File: src/rtl/fpmul_arbiter_if.sv
// Bundle between the four requesters, the shared multiplier and fpmul_arbiter.
// ISSUE_CNT is present only when FPMUL_ARB_STATS_EN is defined.
interface fpmul_arbiter_if;
  logic [3:0]   REQ;
  logic [127:0] REQ_A;
  logic [127:0] REQ_B;
  logic         HOLD;
  logic [3:0]   GNT;
  logic         MUL_ACT;
  logic         MUL_TAG;
  logic [31:0]  MUL_A;
  logic [31:0]  MUL_B;
  logic         MUL_RDY;
  logic         MUL_TAGO;
  logic [31:0]  MUL_R;
  logic [3:0]   RVLD;
  logic [31:0]  RES;
  logic         ERR;
`ifdef FPMUL_ARB_STATS_EN
  logic [63:0]  ISSUE_CNT;

  modport master (
    output REQ, REQ_A, REQ_B, HOLD, MUL_RDY, MUL_TAGO, MUL_R,
    input  GNT, MUL_ACT, MUL_TAG, MUL_A, MUL_B, RVLD, RES, ERR, ISSUE_CNT
  );
  modport slave (
    input  REQ, REQ_A, REQ_B, HOLD, MUL_RDY, MUL_TAGO, MUL_R,
    output GNT, MUL_ACT, MUL_TAG, MUL_A, MUL_B, RVLD, RES, ERR, ISSUE_CNT
  );
`else
  modport master (
    output REQ, REQ_A, REQ_B, HOLD, MUL_RDY, MUL_TAGO, MUL_R,
    input  GNT, MUL_ACT, MUL_TAG, MUL_A, MUL_B, RVLD, RES, ERR
  );
  modport slave (
    input  REQ, REQ_A, REQ_B, HOLD, MUL_RDY, MUL_TAGO, MUL_R,
    output GNT, MUL_ACT, MUL_TAG, MUL_A, MUL_B, RVLD, RES, ERR
  );
`endif
endinterface

File: src/rtl/fpmul_arbiter.sv
// Round-robin arbiter sharing one pipelined multiplier among four requesters.
// Define FPMUL_ARB_STATS_EN to add saturating per-requester issue counters (ISSUE_CNT).
module fpmul_arbiter #(
  parameter int unsigned LAT   = 3,
  parameter int unsigned DEPTH = 4
) (
  input logic            CLK,
  input logic            RESET,
  fpmul_arbiter_if.slave bus
);
  localparam int unsigned PtrW = (DEPTH > 1) ? $clog2(DEPTH) : 1;
  localparam int unsigned CntW = $clog2(DEPTH + 1);

  if (DEPTH < LAT + 1) begin : g_depth_chk
    $error("fpmul_arbiter: DEPTH must be at least LAT+1");
  end

  logic [1:0]      ptr_q;
  logic [CntW-1:0] drain_q;
  logic [2:0]      fifo_q [DEPTH];  // {toggle, id}
  logic [PtrW-1:0] wr_q, rd_q;
  logic [CntW-1:0] cnt_q;
  logic            tog_q, act_q, err_q;
  logic [31:0]     a_q, b_q, res_q;
  logic [3:0]      rvld_q;

  logic            in_drain, pop, push, found;
  logic [1:0]      win, idx;
  logic [3:0]      gnt;
  logic [2:0]      head;

  assign in_drain = (drain_q != '0);
  assign head     = fifo_q[rd_q];
  assign pop      = bus.MUL_RDY && !in_drain && (cnt_q != '0);

  always_comb begin
    gnt   = '0;
    win   = '0;
    idx   = ptr_q;
    found = 1'b0;
    push  = 1'b0;
    for (int k = 0; k < 4; k++) begin
      idx = ptr_q + k[1:0];
      if (!found && bus.REQ[idx]) begin
        found = 1'b1;
        win   = idx;
      end
    end
    // A same-cycle pop frees a slot, so a full FIFO can still accept a push.
    push = !RESET && !bus.HOLD && found && !in_drain &&
           ((cnt_q - CntW'(pop)) < CntW'(DEPTH));
    if (push) gnt[win] = 1'b1;
  end

  always_ff @(posedge CLK) begin
    if (RESET) begin
      ptr_q   <= '0;
      drain_q <= CntW'(DEPTH);
      wr_q    <= '0;
      rd_q    <= '0;
      cnt_q   <= '0;
      tog_q   <= 1'b0;
      act_q   <= 1'b0;
      a_q     <= '0;
      b_q     <= '0;
      res_q   <= '0;
      rvld_q  <= '0;
      err_q   <= 1'b0;
    end else begin
      if (in_drain) drain_q <= drain_q - 1'b1;
      act_q  <= push;
      rvld_q <= '0;
      cnt_q  <= cnt_q + CntW'(push) - CntW'(pop);
      if (push) begin
        ptr_q <= win + 2'd1;
        a_q   <= bus.REQ_A[{win, 5'b0} +: 32];
        b_q   <= bus.REQ_B[{win, 5'b0} +: 32];
        tog_q <= ~tog_q;
        wr_q  <= (wr_q == PtrW'(DEPTH - 1)) ? '0 : wr_q + 1'b1;
      end
      if (pop) begin
        rd_q              <= (rd_q == PtrW'(DEPTH - 1)) ? '0 : rd_q + 1'b1;
        res_q             <= bus.MUL_R;
        rvld_q[head[1:0]] <= 1'b1;
        if (bus.MUL_TAGO != head[2]) err_q <= 1'b1;
      end else if (bus.MUL_RDY && !in_drain) begin
        err_q <= 1'b1;
      end
    end
  end

  // Entry payload needs no reset; occupancy is tracked by cnt_q.
  always_ff @(posedge CLK) begin
    if (push) fifo_q[wr_q] <= {~tog_q, win};
  end

  assign bus.GNT     = gnt;
  assign bus.MUL_ACT = act_q;
  assign bus.MUL_TAG = tog_q;
  assign bus.MUL_A   = a_q;
  assign bus.MUL_B   = b_q;
  assign bus.RVLD    = rvld_q;
  assign bus.RES     = res_q;
  assign bus.ERR     = err_q;

`ifdef FPMUL_ARB_STATS_EN
  logic [15:0] stat_q [4];

  always_ff @(posedge CLK) begin
    if (RESET) begin
      for (int i = 0; i < 4; i++) stat_q[i] <= '0;
    end else if (push && (stat_q[win] != 16'hFFFF)) begin
      stat_q[win] <= stat_q[win] + 16'd1;
    end
  end

  assign bus.ISSUE_CNT = {stat_q[3], stat_q[2], stat_q[1], stat_q[0]};
`endif
endmodule

File: src/flat_wrapper.sv
// flat-port wrapper written by rule: the top's interface ports become plain ports
module fpmul_arbiter_flat 
#(
  parameter int unsigned LAT   = 3,
  parameter int unsigned DEPTH = 4
)
  (CLK, RESET, bus_REQ, bus_REQ_A, bus_REQ_B, bus_HOLD, bus_MUL_RDY, bus_MUL_TAGO, bus_MUL_R, bus_GNT, bus_MUL_ACT, bus_MUL_TAG, bus_MUL_A, bus_MUL_B, bus_RVLD, bus_RES, bus_ERR);
  fpmul_arbiter_if bus_i ();
  input logic CLK;
  input logic RESET;
  input wire logic [$bits(bus_i.REQ)-1:0] bus_REQ;
  input wire logic [$bits(bus_i.REQ_A)-1:0] bus_REQ_A;
  input wire logic [$bits(bus_i.REQ_B)-1:0] bus_REQ_B;
  input wire logic [$bits(bus_i.HOLD)-1:0] bus_HOLD;
  input wire logic [$bits(bus_i.MUL_RDY)-1:0] bus_MUL_RDY;
  input wire logic [$bits(bus_i.MUL_TAGO)-1:0] bus_MUL_TAGO;
  input wire logic [$bits(bus_i.MUL_R)-1:0] bus_MUL_R;
  output wire logic [$bits(bus_i.GNT)-1:0] bus_GNT;
  output wire logic [$bits(bus_i.MUL_ACT)-1:0] bus_MUL_ACT;
  output wire logic [$bits(bus_i.MUL_TAG)-1:0] bus_MUL_TAG;
  output wire logic [$bits(bus_i.MUL_A)-1:0] bus_MUL_A;
  output wire logic [$bits(bus_i.MUL_B)-1:0] bus_MUL_B;
  output wire logic [$bits(bus_i.RVLD)-1:0] bus_RVLD;
  output wire logic [$bits(bus_i.RES)-1:0] bus_RES;
  output wire logic [$bits(bus_i.ERR)-1:0] bus_ERR;
  assign bus_i.REQ = bus_REQ;
  assign bus_i.REQ_A = bus_REQ_A;
  assign bus_i.REQ_B = bus_REQ_B;
  assign bus_i.HOLD = bus_HOLD;
  assign bus_i.MUL_RDY = bus_MUL_RDY;
  assign bus_i.MUL_TAGO = bus_MUL_TAGO;
  assign bus_i.MUL_R = bus_MUL_R;
  assign bus_GNT = bus_i.GNT;
  assign bus_MUL_ACT = bus_i.MUL_ACT;
  assign bus_MUL_TAG = bus_i.MUL_TAG;
  assign bus_MUL_A = bus_i.MUL_A;
  assign bus_MUL_B = bus_i.MUL_B;
  assign bus_RVLD = bus_i.RVLD;
  assign bus_RES = bus_i.RES;
  assign bus_ERR = bus_i.ERR;
  fpmul_arbiter #(.LAT(LAT), .DEPTH(DEPTH)) u_core (.CLK(CLK), .RESET(RESET), .bus(bus_i));
endmodule
File: config.mk
export PLATFORM = sky130hd
export DESIGN_NAME = fpmul_arbiter_flat
export DESIGN_NICKNAME = d
export VERILOG_FILES = /design/src/rtl/fpmul_arbiter_if.sv /design/src/rtl/fpmul_arbiter.sv /design/src/flat_wrapper.sv
export SDC_FILE = /design/constraint.sdc
export NUM_CORES = 1
export LEC_CHECK = 0
export CELL_PAD_IN_SITES_DETAIL_PLACEMENT = 1
export CELL_PAD_IN_SITES_GLOBAL_PLACEMENT = 2
export CORE_MARGIN = 2
export CORE_UTILIZATION = 18
export DETAILED_ROUTE_END_ITERATION = 10
export PLACE_DENSITY = 0.86
export SETUP_SLACK_MARGIN = 0.02
export SLEW_MARGIN = 20
export SYNTH_ARGS = -nofsm -noshare
export SYNTH_HDL_FRONTEND = slang
export SYNTH_SLANG_ARGS = --single-unit
export TNS_END_PERCENT = 50
File: constraint.sdc
create_clock -name CLK -period 3.4 [get_ports CLK]
set_input_delay 0.51 -clock CLK [delete_from_list [all_inputs] [get_ports CLK]]
set_output_delay 0.51 -clock CLK [all_outputs]
set_load 0.02 [all_outputs]
# Word-level counts from Yosys, hierarchy flattened
# Memories as Yosys holds them, arrays and structs flattened. A register that Yosys moved wholly into a read port is not among the register bits.
# Index checks and enable logic that the tools add are counted.
dict set report word_totals {
  reg_bits 115
  n_memories 1
  wordCells 92
  in_bits 297
  ramBits 12
  out_inout_bits 107
}
dict set report op_classes {
  eq_ne 4
  shifts 2
  mux 30
  addsub 10
  reduce_logical 22
  n_bitwise 2
  magnitude_cmp 9
}
# memory words word_bits read_ports rd_clocked_by_memory_dff write_ports line_no
set mem_list {}
lappend mem_list {u_core.fifo_q 4 3 1 1 1 fpmul_arbiter.sv:20} ;# logic [2:0] fifo_q [DEPTH];
# op count
set op_table {}
lappend op_table {{$shiftx 128x8->32} 2}
lappend op_table {{$lt 2x3->1 const B} 6}
lappend op_table {{$mux 2} 8}
lappend op_table {{$mux 1} 15}
lappend op_table {{$logic_and 1x1->1} 11}
lappend op_table {{$add 2x1->2 const B} 4}
lappend op_table {{$bmux 1 s2} 4}
lappend op_table {{$logic_not 1->1} 6}
lappend op_table {{$reduce_bool 3->1} 2}
lappend op_table {{$sub 3x1->3} 2}
lappend op_table {{$add 2x2->2 const B} 2}
lappend op_table {{$demux 1 s2} 2}
lappend op_table {{$eq 2x2->1 const B} 2}
lappend op_table {{$ge 2x1->1 const B} 2}
lappend op_table {{$mux 4} 1}
lappend op_table {{$add 3x1->3} 1}
lappend op_table {{$lt 3x3->1 const B} 1}
lappend op_table {{$sub 3x1->3 const B} 1}
lappend op_table {{$ne 2x2->1 const B} 1}
lappend op_table {{$not 1->1} 2}
lappend op_table {{$reduce_and 2->1} 1}
lappend op_table {{$reduce_bool 2->1} 1}
lappend op_table {{$reduce_or 2->1} 1}
lappend op_table {{$ne 1x1->1} 1}

# Depth between registers and ports, before layout
dict set report logic_depth {
  depth_word 17
  mapped_depth 16
  mapped_depth_nobuf 13
}

# Worst setup path after synthesis
# OpenSTA, ideal clock, no wires.
dict set report synth_timing {
  kind {reg-to-reg}
  startpoint {register u_core.drain_q[0]}
  endpoint {register u_core.cnt_q[1]}
  setup_time_ns 0.128
  n_path_buf 3
  stages_incl_launch_ff 16
  setup_slack_ns 0.139
  t_required_ns 3.272
  arrival_ns 3.133
  synth_period_minus_slack_ns 3.261
  cell_sequence {dfxtp_1 -> inv_1 -> ha_1 -> nor2b_1 -> nand3_1 -> inv_2 -> clkbuf_1 -> ha_1 -> ha_1 -> xor2_1 -> nor4b_2 -> buf_4 -> buf_2 -> ha_1 -> fa_1 -> nor2b_1}
}
dict set report synth_between {
  elab_chain_cells 9
}
# item line_no
set synth_rtl {}
lappend synth_rtl {{start: declaration} fpmul_arbiter.sv:19} ;# logic [CntW-1:0] drain_q;
lappend synth_rtl {{start signal: assignment} fpmul_arbiter.sv:58} ;# drain_q <= CntW'(DEPTH);
lappend synth_rtl {{start signal: assignment} fpmul_arbiter.sv:70} ;# if (in_drain) drain_q <= drain_q - 1'b1;
lappend synth_rtl {{$reduce_bool 3->1} fpmul_arbiter.sv:32} ;# assign in_drain = (drain_q != '0);
lappend synth_rtl {{$logic_not 1->1} fpmul_arbiter.sv:34} ;# assign pop = bus.MUL_RDY && !in_drain && (cnt_q != '0);
lappend synth_rtl {{$logic_and 1x1->1 (2 in a row)} fpmul_arbiter.sv:34}
lappend synth_rtl {{net u_core.pop} fpmul_arbiter.sv:27} ;# logic in_drain, pop, push, found;
lappend synth_rtl {{$sub 3x1->3} fpmul_arbiter.sv:51} ;# ((cnt_q - CntW'(pop)) < CntW'(DEPTH));
lappend synth_rtl {{$lt 3x3->1} fpmul_arbiter.sv:51}
lappend synth_rtl {{$logic_and 1x1->1} fpmul_arbiter.sv:50} ;# push = !RESET && !bus.HOLD && found && !in_drain &&
lappend synth_rtl {{net u_core.push} fpmul_arbiter.sv:27}
lappend synth_rtl {{$add 3x1->3} fpmul_arbiter.sv:73} ;# cnt_q <= cnt_q + CntW'(push) - CntW'(pop);
lappend synth_rtl {{$sub 3x1->3} fpmul_arbiter.sv:73}
lappend synth_rtl {{end signal: assignment} fpmul_arbiter.sv:73}
lappend synth_rtl {{end: declaration} fpmul_arbiter.sv:22} ;# logic [CntW-1:0] cnt_q;
# The timed path passes the listed nets, and every way through them passes these cells.
# A chain may end at the register's enable or synchronous reset.

# Final worst setup path
dict set report layout_timing {
  startpoint {register u_core.drain_q[0]}
  endpoint {output port bus_GNT[1]}
}
dict set report layout_between {
  elab_chain_cells 8
}
# item line_no
set layout_rtl {}
lappend layout_rtl {{$reduce_bool 3->1 *} fpmul_arbiter.sv:32}
lappend layout_rtl {{$logic_not 1->1 *} {fpmul_arbiter.sv:34, fpmul_arbiter.sv:50}}
lappend layout_rtl {{$logic_and 1x1->1 (2 in a row)} fpmul_arbiter.sv:34}
lappend layout_rtl {{$sub 3x1->3} fpmul_arbiter.sv:51}
lappend layout_rtl {{$lt 3x3->1} fpmul_arbiter.sv:51}
lappend layout_rtl {{$logic_and 1x1->1 *} fpmul_arbiter.sv:50}
lappend layout_rtl {{$mux 4 *} fpmul_arbiter.sv:52} ;# if (push) gnt[win] = 1'b1;
lappend layout_rtl {{end: declaration} flat_wrapper.sv:18} ;# output wire logic [$bits(bus_i.GNT)-1:0] bus_GNT;
# Every way passes the cells marked *; elsewhere a longest branch is shown, timed or not.

==> results.rst <==
.. list-table::
   :header-rows: 1

   * - Metric
     - Value
   * - Status
     - finished clean
   * - Largest stage delay on the critical path
     - 0.34 ns
   * - CP cell instances
     - inv_1 > ha_1 > nor2b_2 > nand3_2 > inv_2 > ha_1 > ha_2 > xor2_2 > nor4b_4 > buf_4 > and2_1 > buf_2
   * - Initial Util
     - 0.183
   * - Area fraction of the dominant cell type after synthesis
     - 0.368
   * - Final hold vios
     - 0
   * - Area share of and/or/nand/nor cells after synthesis
     - 0.120
   * - Cell types with the largest area share after synthesis
     - sky130_fd_sc_hd__dfxtp_1 37%, sky130_fd_sc_hd__mux2i_1 21%, sky130_fd_sc_hd__o221ai_1 8.8%
   * - Area growth, synth to finish
     - 78.9%
   * - Count of distinct cell types in the synthesized netlist
     - 42
   * - # diodes
     - 0
   * - Top FF cell, synth
     - sky130_fd_sc_hd__dfxtp_1
   * - Layout cell share with drive strength beyond 1
     - 0.0723
   * - I/O pin count
     - 404
   * - Number of slew-limit violations in the final report
     - 0
   * - Net count reported at finish
     - 1,337
   * - Number of warnings reported in the yosys synthesis log
     - 0
   * - # H-tree levels
     - 4
   * - CP Buf/Inv Count
     - 4
   * - Setup slack, reg-to-reg
     - 0.43 ns
   * - Min-Delay Path Depth
     - 2
   * - # port buffers
     - 403
   * - Count of antenna-violating nets left after detailed routing
     - 0
   * - Register-to-Register Path Depth
     - 13
   * - CP max stage cell
     - sky130_fd_sc_hd__nor4b_4
   * - Period utilisation layout
     - 0.945
   * - Global route overflow
     - 0
   * - Setup-failing EPs final
     - 0
   * - DPL Wire Length
     - 20.3 mm
   * - Total routed wirelength
     - 26.6 mm
   * - Core Util, Final
     - 0.328
   * - DRT iter0 DRCs
     - 136
   * - Post-synthesis net count
     - 943
   * - Latest clock arrival within the worst-skew pair
     - 0.43 ns
   * - Hold WC Path Type
     - reg2reg
   * - Synthesized area per cell
     - 10.1 µm²
   * - Final Power
     - 4980 µW
   * - Seq/Total Area, Yosys
     - 0.425
   * - Multiplexer fraction of the synthesized cell area
     - 0.218
   * - Largest delay share family, worst path
     - simple AND/OR/NAND/NOR gates
   * - Slew of the pin with the lowest slew margin
     - 1.04 ns
   * - Adder-cell share of the synthesized area
     - 0.0307
   * - Antenna violations before repair
     - 1
   * - Hold Worst Slack
     - 0.456 ns
   * - Clock sink count
     - 129
   * - XOR/XNOR share of the synthesized area
     - 0.00826
   * - Number of instances in the synthesized netlist
     - 631
   * - Cell type with the highest aggregate area in the netlist
     - sky130_fd_sc_hd__dfxtp_1
   * - Worst-case clock buffer depth
     - 2
   * - Most Frequent Cell on Critical Path
     - sky130_fd_sc_hd__ha_1
   * - Dominant combinational cell family by area after synthesis
     - multiplexers
   * - Kind of launch point of the worst setup path
     - flop
   * - Worst VDD drop
     - 0.000337 V
   * - Cell Area, Synth
     - 0.00636 mm²
   * - Width of the chip
     - 192 µm
   * - Final setup skew
     - 0.00811 ns
   * - Remaining design rule violation count
     - 0
   * - Fraction of the mapped netlist area in compound gates
     - 0.128
   * - RR Endpoint
     - u_core.bus.MUL_A[15]$_SDFFE_PP0P_
   * - Largest driver fanout on the critical path
     - 5
   * - Floorplan die height
     - 192 µm
   * - Drt wl/cell
     - 17.8 µm
   * - Pin count of the biggest net entering global routing
     - 87
   * - Total power density per cell area
     - 437 mW/mm²
   * - Area enclosed by the die boundary
     - 0.0369 mm²
   * - TritonCTS clock tree
     - yes
   * - Worst Hold Path EP
     - u_core.bus.RES[15]$_SDFFE_PP0P_
   * - Global routing usage summed across all routing layers
     - 0.139
   * - #FFs+latches synth
     - 129
   * - Worst Hold Launch
     - u_core.bus.RES[15]$_SDFFE_PP0P_
   * - Arrival @ worst endpoint
     - 2.70 ns
   * - Number of global-route vias before repair
     - 6,882
   * - Worst-case headroom to the max-slew limit
     - 0.306
   * - Fin crit period
     - 3.21 ns
   * - Max Clk Rate
     - 311 MHz
   * - Total via count after detailed routing
     - 6,350
   * - Clock slew at the register clock pins of the worst setup and hold paths
     - 0.07 ns
   * - Required time of the critical path
     - 2.89 ns
   * - Post-synth EDFFs
     - 12
   * - Final weighted congestion in routability-driven placement
     - 0.717
   * - Setup repair after global routing missed its margin
     - false
   * - CTS root buf
     - sky130_fd_sc_hd__clkbuf_16
   * - Area of the core
     - 0.0347 mm²
   * - Class of the most critical setup path
     - reg2out
   * - R2R Path Start
     - u_core.drain_q[0]$_SDFFE_PP0P_
   * - Placement row count
     - 68
   * - Via density
     - 4.25
   * - TritonRoute pass-1 iters
     - 4
   * - Global-route wire length before repair
     - 38.5 mm
   * - Max-capacitance violation count
     - 0
   * - TritonCTS Buffers
     - 17
   * - Crit. End Element
     - output pin
   * - Synth async-reset ratio
     - 0
   * - Pleak
     - 0.00404 µW
==> layer usage <==
layer  global-route usage  up-vias  wire [µm]
met1                0.149     2990      10300
met4               0.0429        2        456
met5                    0        -         13
met3               0.0552       31       2430
li1                     -     3054          -
met2                0.250      273      13400
==> sequential cells by signal, indices dropped and copies added, names as in the netlist, named ones only <==
signal              flops
u_core.rd_q             2
u_core.bus.MUL_ACT      1
u_core.ptr_q            2
u_core.bus.MUL_TAG      1
u_core.bus.RVLD         4
u_core.bus.MUL_B       32
u_core.bus.MUL_A       32
u_core.wr_q             2
u_core.bus.ERR          1
u_core.cnt_q            3
u_core.bus.RES         32
u_core.fifo_q          12
u_core.drain_q          3
==> worst reg2reg max path, cell delays in order (launching register included) <==
cell and delay (ns):
sky130_fd_sc_hd__dfxtp_1 0.30, sky130_fd_sc_hd__inv_1 0.11, sky130_fd_sc_hd__ha_1 0.18, sky130_fd_sc_hd__nor2b_2 0.19
sky130_fd_sc_hd__nand3_2 0.10, sky130_fd_sc_hd__inv_2 0.07, sky130_fd_sc_hd__ha_1 0.18, sky130_fd_sc_hd__ha_2 0.20
sky130_fd_sc_hd__xor2_2 0.21, sky130_fd_sc_hd__nor4b_4 0.08, sky130_fd_sc_hd__buf_4 0.20, sky130_fd_sc_hd__nor2_8 0.70
sky130_fd_sc_hd__nand2_1 0.26, sky130_fd_sc_hd__o221ai_1 0.11
==> metrics by stage <==
stage	setup TNS, ns	cells	cell area (µm²)	worst slack [ns]
after CTS	0	1492	11400	0.0359
after global routing	0	1493	11400	0.0201
after detailed placement	-0.131	1460	10800	-0.0541
after floorplan	0	631	6360	0.139
final	0	1493	11400	0.185
after global placement	0	1460	10800	0.00909
==> worst max-delay path by stage <==
stage,endpoint,cells after the start,startpoint
3_5_place_dp,bus_GNT[2],10,bus_MUL_RDY
6_report,bus_GNT[1],12,u_core.drain_q[0]$_SDFFE_PP0P_
3_3_place_gp,bus_GNT[2],10,bus_MUL_RDY
4_1_cts,bus_GNT[3],11,u_core.drain_q[0]$_SDFFE_PP0P_
5_1_grt,bus_GNT[1],12,u_core.drain_q[0]$_SDFFE_PP0P_
2_1_floorplan,u_core.cnt_q[1]$_SDFF_PP0_,15,u_core.drain_q[0]$_SDFFE_PP0P_
==> report_power, final <==
| part | internal (µW) | total [µW] | switching (µW) | leakage, µW |
|---|---|---|---|---|
| registers | 1660 | 1740 | 75.6 | 0.00105 |
| clock network | 1110 | 1920 | 811 | 0.000292 |
| logic | 733 | 1320 | 586 | 0.00269 |
==> placed cells by master, fill, tap and decap left out, types with 2 or more instances in the layout <==
cell type                         count
sky130_fd_sc_hd__ha_1                13
sky130_fd_sc_hd__inv_6                5
sky130_fd_sc_hd__mux2i_1            132
sky130_fd_sc_hd__inv_8                3
sky130_fd_sc_hd__o221ai_1            64
sky130_fd_sc_hd__buf_4               18
sky130_fd_sc_hd__xnor2_1              5
sky130_fd_sc_hd__a211oi_1             2
sky130_fd_sc_hd__and2_1               8
sky130_fd_sc_hd__a21oi_1             37
sky130_fd_sc_hd__nor2_1              16
sky130_fd_sc_hd__buf_2                2
sky130_fd_sc_hd__clkinv_4             3
sky130_fd_sc_hd__edfxtp_1            12
sky130_fd_sc_hd__nor2b_1              2
sky130_fd_sc_hd__inv_1               14
sky130_fd_sc_hd__buf_12               4
sky130_fd_sc_hd__nor4_1               3
sky130_fd_sc_hd__mux4_2               3
sky130_fd_sc_hd__dfxtp_1            117
sky130_fd_sc_hd__clkdlybuf4s50_1    398
sky130_fd_sc_hd__inv_2                2
sky130_fd_sc_hd__clkbuf_16           17
sky130_fd_sc_hd__nand2_1            132
sky130_fd_sc_hd__bufinv_16            2
==> logic make-up (layout without fill, tap and decap cells) <==
family | count (synthesis) | in the layout
mux | 135 | 135
xor+xnor | 6 | 6
flops | 129 | 129
buf+inv | 64 | 471
simple gates | 174 | 174
compound gates | 108 | 108
fa+ha+maj | 15 | 15
==> final cells by class <==
class / instances / area, µm²
Inverter: 16 / 60.1
Timing Repair Buffer: 423 / 4210
Tap cell: 455 / 569
Multi-Input combinational cell: 438 / 3240
Clock buffer: 18 / 429
Clock inverter: 14 / 171
Sequential cell: 129 / 2700
Fill cell: 3992 / 23300
==> what timing repair did <==
| action | CTS | global route |
|---|---|---|
| endpoints found under the setup margin | 4 | 27 |
| buffers inserted | 0 | 1 |
| gates resized for setup | 13 | 8 |
| hold buffers | 0 | 0 |
| pin swaps | 0 | 1 |
==> cells in the mapped netlist (2+ instances only) <==
cell type and n:
sky130_fd_sc_hd__and2_1 8, sky130_fd_sc_hd__buf_8 3, sky130_fd_sc_hd__buf_12 8, sky130_fd_sc_hd__nand2_1 132
sky130_fd_sc_hd__mux4_2 3, sky130_fd_sc_hd__clkbuf_1 8, sky130_fd_sc_hd__a21oi_1 37, sky130_fd_sc_hd__inv_2 2
sky130_fd_sc_hd__xnor2_1 5, sky130_fd_sc_hd__inv_1 14, sky130_fd_sc_hd__mux2i_1 132, sky130_fd_sc_hd__dfxtp_1 117
sky130_fd_sc_hd__nor2b_1 3, sky130_fd_sc_hd__ha_1 14, sky130_fd_sc_hd__a211oi_1 2, sky130_fd_sc_hd__nor2_1 16
sky130_fd_sc_hd__edfxtp_1 12, sky130_fd_sc_hd__o221ai_1 64, sky130_fd_sc_hd__nor4_1 3, sky130_fd_sc_hd__buf_2 26
(Power assumes the default switching activity.)
